<file path="config.mk">
export PLATFORM = sky130hd
export DESIGN_NAME = mult_sequencer
export DESIGN_NICKNAME = d
export VERILOG_FILES = /design/src/rtl/mult_sequencer.sv
export SDC_FILE = /design/constraint.sdc
export NUM_CORES = 1
export LEC_CHECK = 0
export ABC_AREA = 1
export CORE_AREA = 2 2 54 66
export CTS_BUF_LIST = sky130_fd_sc_hd__clkbuf_4 sky130_fd_sc_hd__clkbuf_8 sky130_fd_sc_hd__clkbuf_16
export DETAILED_ROUTE_END_ITERATION = 6
export DIE_AREA = 0 0 56 68
export GPL_ROUTABILITY_DRIVEN = 0
export GPL_TIMING_DRIVEN = 0
export PLACE_DENSITY = 0.76
export SYNTH_ARGS = -nofsm -noshare
export SYNTH_HDL_FRONTEND = slang
export SYNTH_SLANG_ARGS = --single-unit
</file>
<file path="constraint.sdc">
create_clock -name clk -period 1.3 [get_ports clk]
set_input_delay 0.195 -clock clk [delete_from_list [all_inputs] [get_ports clk]]
set_output_delay 0.195 -clock clk [all_outputs]
set_load 0.02 [all_outputs]
</file>
<file path="src/rtl/mult_sequencer.sv">
// Microsequencer that computes P = A*B on the Datapath by repeated addition.
// R0 holds A, R1 holds B and counts down, R2 accumulates the product.
module mult_sequencer #(
    parameter int         WIDTH = 8,
    parameter logic [2:0] RA    = 3'd0,
    parameter logic [2:0] RB    = 3'd1,
    parameter logic [2:0] RP    = 3'd2
) (
    input  logic             clk,
    input  logic             reset,
    input  logic             start,
    input  logic [WIDTH-1:0] a_in,
    input  logic [WIDTH-1:0] b_in,
    input  logic             z_in,
    input  logic             c_in,
    output logic [15:0]      control_word,
    output logic [WIDTH-1:0] data_out,
    output logic [WIDTH-1:0] constant_out,
    output logic             busy,
    output logic             done,
    output logic             ovf
);

    // state  | meaning
    // IDLE   | waiting for start
    // LOAD_A | write A from data_out into RA
    // LOAD_B | write B from data_out into RB
    // CLR    | RP <= constant 0
    // TEST   | pass RB through the ALU so Z reports B == 0
    // ADD    | RP <= RP + RA, carry makes ovf sticky
    // DEC    | RB <= RB - 1
    // DONE   | RP on the Datapath output bus, done pulse
    typedef enum logic [2:0] {
        IDLE, LOAD_A, LOAD_B, CLR, TEST, ADD, DEC, DONE
    } state_t;

    localparam logic [3:0] FS_MOVA = 4'b0000;
    localparam logic [3:0] FS_ADD  = 4'b0010;
    localparam logic [3:0] FS_DEC  = 4'b0110;
    localparam logic [3:0] FS_MOVB = 4'b1100;

    state_t           state;
    logic [WIDTH-1:0] b_reg;

    function automatic logic [15:0] make_cw(
        input logic [2:0] da, input logic [2:0] aa, input logic [2:0] ba,
        input logic mb, input logic [3:0] fs, input logic md, input logic rw
    );
        return {da, aa, ba, mb, fs, md, rw};
    endfunction

    function automatic logic [15:0] cw_for(input state_t s);
        case (s)
            LOAD_A:  return make_cw(RA, 3'd0, 3'd0, 1'b0, FS_MOVA, 1'b1, 1'b1);
            LOAD_B:  return make_cw(RB, 3'd0, 3'd0, 1'b0, FS_MOVA, 1'b1, 1'b1);
            CLR:     return make_cw(RP, 3'd0, 3'd0, 1'b1, FS_MOVB, 1'b0, 1'b1);
            TEST:    return make_cw(3'd0, RB, 3'd0, 1'b0, FS_MOVA, 1'b0, 1'b0);
            ADD:     return make_cw(RP, RP, RA, 1'b0, FS_ADD, 1'b0, 1'b1);
            DEC:     return make_cw(RB, RB, 3'd0, 1'b0, FS_DEC, 1'b0, 1'b1);
            DONE:    return make_cw(3'd0, RP, 3'd0, 1'b0, FS_MOVA, 1'b0, 1'b0);
            default: return 16'h0000;
        endcase
    endfunction

    function automatic state_t next_state(input state_t s, input logic go, input logic z);
        case (s)
            IDLE:    return go ? LOAD_A : IDLE;
            LOAD_A:  return LOAD_B;
            LOAD_B:  return CLR;
            CLR:     return TEST;
            TEST:    return z ? DONE : ADD;
            ADD:     return DEC;
            DEC:     return TEST;
            default: return IDLE;
        endcase
    endfunction

    assign constant_out = '0;

    // Outputs are registered from the next state, so they always match the
    // state register exactly as a Moore decode would.
    always_ff @(posedge clk) begin
        if (reset) begin
            state        <= IDLE;
            control_word <= 16'h0000;
            data_out     <= '0;
            busy         <= 1'b0;
            done         <= 1'b0;
            ovf          <= 1'b0;
            b_reg        <= '0;
        end else begin
            state        <= next_state(state, start, z_in);
            control_word <= cw_for(next_state(state, start, z_in));
            busy         <= (next_state(state, start, z_in) != IDLE);
            done         <= (next_state(state, start, z_in) == DONE);
            data_out     <= '0;

            if (state == IDLE && start) begin
                // A is captured directly into data_out for the LOAD_A cycle
                b_reg    <= b_in;
                data_out <= a_in;
                ovf      <= 1'b0;
            end else if (state == LOAD_A) begin
                data_out <= b_reg;
            end

            if (state == ADD && c_in)
                ovf <= 1'b1;
        end
    end

endmodule

</file>
==> impl_results.md <==
- Max-Cap Viols: 0
- DP Cell Count: 238
- DR vias: approximately 1.1k
- Quantity of I/O buffers inserted on ports: 41
- Layout Utilization: 55.8%
- Chip width: between 50 and 60 um
- Gr ovfl total: 0
- # setup viols final: 0
- FP Rows: 23
- H-tree lvl count: 2
- Wire per inst: 11.0 um
- Synthesized cell area: 1240 sq um
- Worst Setup End Kind: primary output
- Compound-Gate Fraction of Synth Area: 9.51%
- Area growth syn-to-layout: 45.5%
- Worst Path Required: ~1.1 ns
- Flop2flop setup slack: 0.15 ns
- RSZ-0062 raised after global routing: false
- First drt pass iteration count: 4
- Setup_tns: 0 ns
- Largest net degree at the start of global routing: 11
- Ports: 56
- CTS tree: built
- Number of global-route vias before repair: roughly 1.1k
- Synth Instances: ~150
- Final cell count without fillers: 244
- Max VDD drop: 1.03 mV
- Hold Crit Class: reg2reg
- Worst slack, placed: -0.191 ns
- Post-Synth XOR/XNOR Area: 0%
- RR Endpoint: b_reg[5]
- Seq. cell area: 621 sq um
- Drt first-iter violations: 30
- Final Cell Area: 1800 sq um
- Status: completed
- Routed Antenna Nets: 0
- Clock tree root buffer cell: clkbuf_8
- Post-Route WL: 2.69 mm
- Leak: 0.860 nW
- Fin Hold WS: 0.460 ns
- Clock period minus worst slack: 1.22 ns
- Global-route usage over all layers: 15.7%
- Fin worst setup slack: 0.0818 ns
- Placement Cell Area: 1740 sq um
- Worst Hold Launch: b_reg[2]
- Worst-skew pair later-pin latency: 0.28 ns
- Largest register FFs: 9
- Post-CTS Setup Bufs: 0
- Core box area: 3220 sq um
- Final Cycle Share: 93.7%
- Final nets: 229
- Reg clk slew, reported paths: ~0.06 ns
- First-pass GRT wire length: between 4 and 5 mm
- Crit path arrival time: 1.02 ns
- Simple-Gate Fraction of Synth Area: 23.2%
- Fillers: 304
- P per Cell Area: 1330 nW/um^2
- DRC Markers: 0
- Critical R2R Launch: state[2]
- WHS Path Cells: 2
- Vias per cell: 4.58
- Hpwl dp: 1.94 mm
- Diode count: 0
- Share of cells above drive strength 1: 15.5%
- Fin. Hold Viols: 0
- Initial Util: 38.4%
- Netlist cell types: 16
- Multi-input gate area: 464 sq um
- Initial antenna violation count: 0
- Mux cell area share after synthesis: 0%
- Hold endpoint: b_reg[2]
- #FFs+latches synth: 31
- CTS Buf Count: 5
- Die area: 3810 sq um
- Synthesis Warnings: 0
- Sequential element share of the synthesized area: between 50% and 60%
- Pwr Total: 2.39 mW
- Reg2Reg Depth: 5
- Critical path type: reg2out
- Fin Clk Skew: 0.00170 ns
- Adder-Cell Fraction of Synth Area: 0%
- Worst-path fanout max: 2
- Height of the die: about 68 um
- Main combinational cell family by area after synthesis: simple AND/OR/NAND/NOR gates
- CTS Buffer Depth: 2
- Post-CTS Hold Fix Bufs: 0
- Clock sink count: 31
- Syn avg cell area: 8.41 sq um
- Max frequency: 821 MHz
- CP Launch Type: register
- Pins Over Slew Limit: 0
==> worst max-delay path by stage <==
stage                            to  slack (ns)  depth (start not counted)             from
global placement                ovf       -0.16                          7            start
finish              control_word[6]        0.08                          2  control_word[6]
floorplan                      busy        0.26                          6         state[2]
CTS                 control_word[6]        0.07                          2  control_word[6]
detailed placement         b_reg[4]       -0.19                          7            start
global route            data_out[1]        0.03                          6         state[2]
==> cells in the mapped netlist <==
cell      number  area [sq um]
a31oi_1        2          12.5
a21oi_1       21           105
nor2_1         9          33.8
inv_1          7          26.3
nand2_1       24          90.1
buf_6          4          45.0
nor3_1         1          5.00
dfxtp_1       31           621
nand4_1        1          6.26
clkbuf_1       3          11.3
buf_4         16           120
nand3_1       24           120
nor2_4         1          11.3
conb_1         1          3.75
buf_2          1          5.00
nor2_8         1          20.0
==> layout make-up <==
type / count / share of cell area [%]
flip-flops and latches: 31 / 34.5
multi-input cells: 98 / 25.8
repair buffers: 41 / 21.3
plain buffers: 24 / 10.1
clock buffers: 6 / 4.24
well taps: 37 / 2.57
inverters: 7 / 1.46
==> routing by layer <==
metal	GRT usage [%]	share of wire (%)	vias to the layer above
met1	16.3	41	492
met4	6.85	1.5	0
met2	27.6	49	48
met3	6.99	8.6	5
met5	0	0	-
li1	-	-	572
==> cell usage in the layout (no fill, tap or decap), types with 2 or more instances in the layout <==
cell type        count
dfxtp_1             31
nand3_1             23
nand2_1             23
a21oi_1             21
dlygate4sd2_1       21
clkdlybuf4s50_1     20
buf_4               16
conb_1              14
nor2_1               9
inv_1                6
clkbuf_8             5
buf_6                4
clkbuf_1             3
a31oi_1              2
==> what timing repair did <==
action	in CTS	in global routing
setup endpoints to repair	21	9
gates resized for setup	21	3
pin swaps	0	0
==> critical path, stage by stage, from the launching register on <==
cell           delay, ns
dfxtp_1             0.33
buf_4               0.10
dlygate4sd2_1       0.32
==> report_power, final <==
part / internal, mW / total, mW / switching [mW] / leakage, nW
clock network: 0.376 / 0.694 / 0.318 / 0.0406
logic: 0.270 / 0.629 / 0.359 / 0.565
registers: 1.04 / 1.07 / 0.0336 / 0.254
total: 1.68 / 2.39 / 0.710 / 0.860
==> kinds of logic (layout without fill, tap and decap cells) <==
kind of cell / after synthesis / count (layout)
and+or+nand+nor: 61 / 61
DFF: 31 / 31
other: 1 / 14
buffers and inverters: 31 / 78
AOI/OAI and AO/OA: 23 / 23
(Power assumes the default switching activity.)
